<file path="config.mk">
export PLATFORM = sky130hd
export DESIGN_NAME = latch_fifo
export DESIGN_NICKNAME = d
export VERILOG_FILES = /design/src/rtl/latch_fifo.sv
export SDC_FILE = /design/constraint.sdc
export NUM_CORES = 1
export LEC_CHECK = 0
export BUFFER_PORTS_ARGS = -buffer_cell sky130_fd_sc_hd__buf_2
export CAP_MARGIN = 40
export CORE_ASPECT_RATIO = 1.1
export CORE_MARGIN = 5
export CORE_UTILIZATION = 30
export CTS_CLUSTER_DIAMETER = 60
export CTS_CLUSTER_SIZE = 28
export DETAILED_ROUTE_END_ITERATION = 12
export GPL_TIMING_DRIVEN = 1
export SETUP_SLACK_MARGIN = 0.5
export SYNTH_ARGS = -nofsm -noshare
export SYNTH_HDL_FRONTEND = slang
export SYNTH_SLANG_ARGS = --single-unit
</file>
<file path="constraint.sdc">
create_clock -name clk -period 5.45 [get_ports clk]
set_input_delay 0.545 -clock clk [delete_from_list [all_inputs] [get_ports clk]]
set_output_delay 0.545 -clock clk [all_outputs]
set_load 0.02 [all_outputs]
</file>
<file path="src/rtl/latch_fifo.sv">
`default_nettype none
// ============================================================================
//  Module   : latch_fifo
//  Purpose  : DEPTH-entry ready/valid FIFO that replaces the single-entry
//             capture latch. Keeps the enable/clear control semantics, adds
//             occupancy reporting and sticky overflow detection.
//  Options  : LATCH_FIFO_BYPASS_EN - when defined, a word offered to an empty
//             queue is presented on d_o in the same cycle and, if taken,
//             never occupies storage.
//  Revision : 1.0 - initial parametrised release
// ============================================================================
module latch_fifo #(
    parameter int DATA_W = 128,
    parameter int DEPTH  = 4
) (
    input  logic                       clk,
    input  logic                       resetn,
    input  logic                       enable_i,
    input  logic                       clear_i,
    input  logic [DATA_W-1:0]          d_i,
    input  logic                       valid_i,
    output logic                       ready_o,
    output logic [DATA_W-1:0]          d_o,
    output logic                       valid_o,
    input  logic                       ready_i,
    output logic [$clog2(DEPTH+1)-1:0] count_o,
    output logic                       overflow_o
);

    localparam int CNT_W = $clog2(DEPTH + 1);
    localparam int PTR_W = $clog2(DEPTH);

    logic [DATA_W-1:0] mem_q [DEPTH];
    logic [PTR_W-1:0]  wr_ptr_q, wr_ptr_d;
    logic [PTR_W-1:0]  rd_ptr_q, rd_ptr_d;
    logic [CNT_W-1:0]  count_q,  count_d;
    logic              ovf_q,    ovf_d;

    logic w_full;
    logic w_empty;
    logic w_push;
    logic w_pop;
    logic w_direct;
    logic w_store;
    logic w_take;

    // Full/empty come from the occupancy counter; pointers are equal in both.
    assign w_full  = (count_q == CNT_W'(DEPTH));
    assign w_empty = (count_q == '0);

    assign ready_o = enable_i && !w_full;

`ifdef LATCH_FIFO_BYPASS_EN
    logic w_bypass;
    // An empty queue forwards the offered word straight to the consumer.
    assign w_bypass = w_empty && valid_i && enable_i;
    assign valid_o  = !w_empty || w_bypass;
    assign d_o      = w_bypass ? d_i : mem_q[rd_ptr_q];
    // Word handed over directly: neither stored nor popped from storage.
    assign w_direct = w_bypass && ready_i;
`else
    assign valid_o  = !w_empty;
    assign d_o      = mem_q[rd_ptr_q];
    assign w_direct = 1'b0;
`endif

    assign w_push  = valid_i && ready_o;
    assign w_pop   = valid_o && ready_i;
    assign w_store = w_push && !w_direct;
    assign w_take  = w_pop  && !w_direct;

    assign count_o    = count_q;
    assign overflow_o = ovf_q;

    // Next-state for pointers, occupancy and the sticky overflow flag.
    always_comb begin
        wr_ptr_d = wr_ptr_q;
        rd_ptr_d = rd_ptr_q;
        count_d  = count_q;
        ovf_d    = ovf_q;
        if (w_store) begin
            wr_ptr_d = wr_ptr_q + PTR_W'(1);
        end
        if (w_take) begin
            rd_ptr_d = rd_ptr_q + PTR_W'(1);
        end
        case ({w_store, w_take})
            2'b10:   count_d = count_q + CNT_W'(1);
            2'b01:   count_d = count_q - CNT_W'(1);
            default: count_d = count_q;
        endcase
        // A write offered while full is dropped but remembered.
        if (valid_i && enable_i && w_full) begin
            ovf_d = 1'b1;
        end
    end

    // Control state: async reset, then synchronous clear, then normal update.
    always_ff @(posedge clk or negedge resetn) begin
        if (!resetn) begin
            wr_ptr_q <= '0;
            rd_ptr_q <= '0;
            count_q  <= '0;
            ovf_q    <= 1'b0;
        end else if (clear_i) begin
            wr_ptr_q <= '0;
            rd_ptr_q <= '0;
            count_q  <= '0;
            ovf_q    <= 1'b0;
        end else begin
            wr_ptr_q <= wr_ptr_d;
            rd_ptr_q <= rd_ptr_d;
            count_q  <= count_d;
            ovf_q    <= ovf_d;
        end
    end

    // Storage is zeroed on reset/clear so an idle d_o reads back as 0.
    always_ff @(posedge clk or negedge resetn) begin
        if (!resetn) begin
            for (int i = 0; i < DEPTH; i++) begin
                mem_q[i] <= '0;
            end
        end else if (clear_i) begin
            for (int i = 0; i < DEPTH; i++) begin
                mem_q[i] <= '0;
            end
        end else if (w_store) begin
            mem_q[wr_ptr_q] <= d_i;
        end
    end

endmodule
`default_nettype wire

</file>
Yosys cells after proc, flatten, opt, wreduce, memory -nomap -nowiden
Index checks and enable logic that the tools add are counted.
{"block": "totals", "output_inout_bits": 134, "latchBits": 0, "n_memories": 0, "mem_bits_ro": 0, "reg_bits": 520, "ram_bits": 0}
{"block": "op_classes", "bitwise_logic": 2, "n_eq_ne": 3, "multipliers": 0, "addsub": 4, "reduce_logical": 13, "magnitude_cmp": 3, "div": 0, "muxes": 16, "n_shift": 0}
{"cell": "$mux W512", "count": 2}
{"cell": "$bwmux W512", "count": 1}
{"cell": "$mux W128", "count": 3}
{"cell": "$bmux W128 S2", "count": 1}
{"cell": "$demux W128 S2", "count": 1}
{"cell": "$mux W2", "count": 4}
{"cell": "$ge A3 B3 Y1 const B", "count": 2}
{"cell": "$logic_and A1 B1 Y1", "count": 6}
{"cell": "$not A2 Y3", "count": 2}
{"cell": "$pmux W3 S2", "count": 1}
{"cell": "$reduce_bool A2 Y1", "count": 3}
{"cell": "$add A2 B1 Y2 const B", "count": 2}
{"cell": "$add A3 B1 Y3 const B", "count": 1}
{"cell": "$eq A3 B3 Y1 const B", "count": 1}
{"cell": "$logic_not A3 Y1", "count": 1}
{"cell": "$lt A3 B1 Y1 const B", "count": 1}
{"cell": "$mux W3", "count": 1}
{"cell": "$reduce_bool A3 Y1", "count": 1}
{"cell": "$sub A3 B1 Y3 const B", "count": 1}
{"cell": "$eq A2 B1 Y1 const B", "count": 1}
{"cell": "$eq A2 B2 Y1 const B", "count": 1}
{"cell": "$logic_not A1 Y1", "count": 2}
{"cell": "$mux W1", "count": 2}

Depth between registers and ports, before layout
{"block": "depth", "depth_word": 8, "depth_mapped": 8}

Worst setup path after synthesis
No wires, ideal clock.
{"block": "synth_path", "kind": "reg2out", "from": "register rd_ptr_q[0]", "to": "output d_o[100]", "arrival_time_ns": 1.579, "path_stages_with_launch": 5, "path_slack_ns": 3.326, "path_buffers": 3, "required_time_ns": 4.905, "path_cell_list": "dfrtp_1 > clkbuf_1 > clkbuf_1 > buf_2 > mux4_2"}
{"block": "synth_via", "elab_chain_cells": 4}
{"item": "start: declaration", "line": "35", "rtl": "logic [PTR_W-1:0] rd_ptr_q, rd_ptr_d;"}
{"item": "start signal: assignment", "line": "112", "rtl": "rd_ptr_q <= rd_ptr_d;"}
{"item": "$not A2 Y3 (not written as such)", "line": "63", "rtl": "assign d_o = mem_q[rd_ptr_q];"}
{"item": "$bmux W128 S2", "line": "63"}
{"item": "$mux W128 (not written as such) (2 in series)", "line": "63"}
{"item": "end: declaration", "line": "23", "rtl": "output logic [DATA_W-1:0] d_o,"}
Every way passes these cells. The select of a mux whose other input is x is not followed.

Worst setup path after layout
{"block": "layout_path", "from": "register rd_ptr_q[1]", "to": "output d_o[55]"}
The elaborated chain is that of the path after synthesis.

==> flow_results.xml <==
<?xml version="1.0" encoding="UTF-8"?>
<metrics>
  <group name="status">
    <metric name="outcome" unit="">complete, but fails checks</metric>
    <metric name="violations" unit="">hold timing</metric>
  </group>
  <group name="setup_path">
    <metric name="required_time_of_the_critical_path" unit="ps">4910</metric>
    <metric name="worstSetupEndpointType" unit="">output port</metric>
    <metric name="max_stage_delay" unit="ps">710</metric>
    <metric name="timing.critical_path.from_type" unit="">flip-flop</metric>
    <metric name="timing.critical_path.max_delay_family" unit="">flip-flops</metric>
    <metric name="reg2reg_slack" unit="ps">2530</metric>
    <metric name="critPathSlowestCell" unit="">dfrtp_4</metric>
    <metric name="worstPathBufferInverterCount" unit="">2</metric>
    <metric name="arrival" unit="ps">2590</metric>
    <metric name="crit_type" unit="">reg -&gt; out</metric>
    <metric name="path_max_fanout" unit="">82</metric>
    <metric name="cp_cell_sequence" unit="">buf_12 &gt; mux4_2 &gt; buf_2</metric>
  </group>
  <group name="cts">
    <metric name="clock_tree.htree_level_count" unit="">2</metric>
    <metric name="cts-resized-gates" unit="">0</metric>
    <metric name="root_buffer" unit="">clkbuf_16</metric>
    <metric name="ctsLongestPathBuffers" unit="">3</metric>
    <metric name="cts.sink_count" unit="">520</metric>
    <metric name="cts_tree" unit="">done</metric>
    <metric name="worstSkewPairLatency" unit="ps">590</metric>
    <metric name="holdBufCountCts" unit="">0</metric>
    <metric name="cts.clk_slew.worst_paths" unit="ps">70</metric>
    <metric name="numCtsBuffers" unit="">49</metric>
    <metric name="postCtsSetupBuffers" unit="">0</metric>
  </group>
  <group name="finish">
    <metric name="fin_util" unit="">0.350</metric>
    <metric name="layout_common_cells" unit="">nand2_1, dfrtp_1, a21oi_1</metric>
    <metric name="layout.filler_cells" unit="">8058</metric>
    <metric name="finish.cell_count_without_fillers" unit="">3666</metric>
    <metric name="syn_to_final_growth" unit="%">16.4</metric>
    <metric name="mostFrequentLayoutCell" unit="">nand2_1</metric>
    <metric name="drive_above_1_share" unit="">0.199</metric>
    <metric name="num-nets-final" unit="">2715</metric>
  </group>
  <group name="grt">
    <metric name="grt_overflow_total" unit="">0</metric>
    <metric name="grt_antenna_before_repair" unit="">5</metric>
    <metric name="grt_max_degree" unit="">188</metric>
    <metric name="grt_pass1_wl" unit="um">110000</metric>
    <metric name="grt_use_total" unit="">0.160</metric>
    <metric name="grt_pass1_vias" unit="">18300</metric>
  </group>
  <group name="power_and_ir_drop">
    <metric name="cell_internal_pwr" unit="W">0.00657</metric>
    <metric name="netSwitchingFraction" unit="">0.309</metric>
    <metric name="power_density" unit="mW/mm2">346</metric>
    <metric name="power.share.sequential" unit="">0.430</metric>
    <metric name="power.net_switching" unit="W">0.00295</metric>
    <metric name="leakage" unit="nW">11.5</metric>
    <metric name="vdd_drop_max" unit="V">0.000331</metric>
    <metric name="pwr-share-comb" unit="">0.172</metric>
    <metric name="pwr-share-clk" unit="">0.398</metric>
  </group>
  <group name="synth">
    <metric name="edff_count_synth" unit="">0</metric>
    <metric name="mapped_area" unit="mm2">0.0237</metric>
    <metric name="simple_gate_share_of_the_synthesized_area" unit="">0.169</metric>
    <metric name="dominantRegCellSynth" unit="">dfrtp_1</metric>
    <metric name="post_synthesis_compound_gate_area_fraction" unit="">0.110</metric>
    <metric name="synthesis.yosys.warnings" unit="">0</metric>
    <metric name="ys_seq_elements" unit="">520</metric>
    <metric name="post_synth_main_area_contributors" unit="">dfrtp_1, nand2_1, mux4_2, a21oi_1, buf_4</metric>
    <metric name="synth.net_count" unit="">2571</metric>
    <metric name="netlist-cell-type-count" unit="">28</metric>
    <metric name="synthAdderAreaFrac" unit="">0.00296</metric>
    <metric name="synthMuxAreaShare" unit="">0.123</metric>
    <metric name="synth.top_cell.area_share" unit="">0.550</metric>
    <metric name="main_combinational_cell_family_by_area_after_synthesis" unit="">simple AND/OR/NAND/NOR gates</metric>
    <metric name="postSynth.asyncResetShare" unit="">1.00</metric>
    <metric name="netlist.top_cell.by_area" unit="">dfrtp_1</metric>
    <metric name="portion_of_the_post_synthesis_area_used_by_sequential_elements" unit="">0.550</metric>
    <metric name="netlist_instances" unit="">2432</metric>
    <metric name="area_share_of_xor_xnor_cells_in_the_synthesized_design" unit="">0.00148</metric>
    <metric name="syn-mean-instance-area" unit="um2">9.73</metric>
  </group>
  <group name="sta">
    <metric name="setup_slack" unit="ps">2320</metric>
    <metric name="fin_setup_tns" unit="ps">0</metric>
    <metric name="max_freq" unit="GHz">0.319</metric>
    <metric name="hold_violations" unit="">1</metric>
    <metric name="setup_viol" unit="">0</metric>
    <metric name="fin_crit_sh" unit="">0.575</metric>
    <metric name="period_needed" unit="ps">3130</metric>
    <metric name="grt_setup_unrepaired" unit="">false</metric>
    <metric name="skew" unit="ps">28.6</metric>
    <metric name="holdWs" unit="ps">-1.45</metric>
    <metric name="timing.max_slew.rel_slack" unit="">0.275</metric>
    <metric name="tightestPinTransition" unit="ps">1090</metric>
    <metric name="slew_violations" unit="">0</metric>
  </group>
  <group name="placed_design">
    <metric name="port_buffers" unit="">267</metric>
    <metric name="placedCellCount" unit="">3570</metric>
    <metric name="detailedPlacementHpwl" unit="um">38500</metric>
    <metric name="dp_slack" unit="ps">2500</metric>
    <metric name="gpl.final_weighted_congestion" unit="">0.730</metric>
  </group>
  <group name="detailed_routing">
    <metric name="viasPerCell" unit="">4.93</metric>
    <metric name="avgRoutedWirePerCell" unit="um">19.1</metric>
    <metric name="firstDrtPassIters" unit="">5</metric>
    <metric name="detail_route_antenna_nets" unit="">0</metric>
    <metric name="drt_first_iter_violations" unit="">1828</metric>
    <metric name="via_count" unit="">18100</metric>
    <metric name="drc" unit="">0</metric>
    <metric name="detail_route.wirelength" unit="um">69900</metric>
  </group>
  <group name="floorplan">
    <metric name="fp-row-count" unit="">108</metric>
    <metric name="die_footprint" unit="mm2">0.0846</metric>
    <metric name="count_of_pins_on_the_block_boundary" unit="">268</metric>
    <metric name="die_height" unit="um">305</metric>
    <metric name="die_width" unit="um">278</metric>
    <metric name="core_area" unit="mm2">0.0786</metric>
    <metric name="initial_core_util" unit="">0.301</metric>
  </group>
  <group name="worst_hold_path">
    <metric name="hold_path.class" unit="">in -&gt; async</metric>
  </group>
  <group name="job">
    <metric name="maxCapViolations" unit="">0</metric>
  </group>
</metrics>
power groups by stage:
| stage | Sequential, W | Combinational [W] | Clock (W) |
|---|---|---|---|
| floorplan | 0.00414 | 0.00108 | 0 |
| global placement | 0.00417 | 0.00166 | 0 |
| global route | 0.00412 | 0.00178 | 0.00405 |
| CTS | 0.00410 | 0.00166 | 0.00390 |
| detailed placement | 0.00417 | 0.00166 | 0 |
| finish | 0.00410 | 0.00163 | 0.00379 |
stage by stage:
| step | instance area [um2] | power, W |
|---|---|---|
| after floorplan | 23700 | 0.00522 |
| after global placement | 25700 | 0.00583 |
| after detailed placement | 25700 | 0.00584 |
| after CTS | 27500 | 0.00967 |
| after global routing | 27500 | 0.00995 |
| final | 27600 | 0.00952 |
cell type report:
type	instances	area (um2)	share of cell area
well taps	1045	1310	0.0475
flip-flops and latches	520	13000	0.473
multi-input cells	1708	9680	0.351
inverters	2	7.51	0.000272
clock inverters	35	477	0.0173
diodes	4	10.0	0.000363
clock buffers	57	1320	0.0479
repair buffers	295	1730	0.0628
registers in the layout, summed over array words and instances, names as in the netlist:
signal / flops
mem_q: 512
count_o: 3
rd_ptr_q: 2
wr_ptr_q: 2
overflow_o: 1
cells in the mapped netlist, types with 3 or more instances:
cell type	number
ha_1	4
dfrtp_1	520
and3_1	5
clkbuf_1	88
buf_4	56
and2_1	3
nand3_1	5
nor2_1	8
mux4_2	128
buf_2	56
nand2_1	1024
a21oi_1	513
cells by family after synthesis:
kind of cell,after synthesis
compound gates,517
xor+xnor,4
fa+ha+maj,5
buf+inv,204
flops,520
mux,131
simple gates,1051
final timing paths:
| check | start | end | cells past startpoint |
|---|---|---|---|
| max in group asynchronous | resetn | mem_q[461] | 2 |
| min | resetn | mem_q[101] | 1 |
| min reg2reg | overflow_o | overflow_o | 2 |
| min in group clk | clear_i | overflow_o | 2 |
| max reg2reg | count_o[0] | mem_q[330] | 5 |
| max | rd_ptr_q[1] | d_o[55] | 3 |
per-layer routing:
layer	wire (um)	track usage
met1	31200	0.227
met3	4050	0.0289
met2	33300	0.258
met4	1350	0.0370
met5	13	0
(Power assumes the default switching activity.)
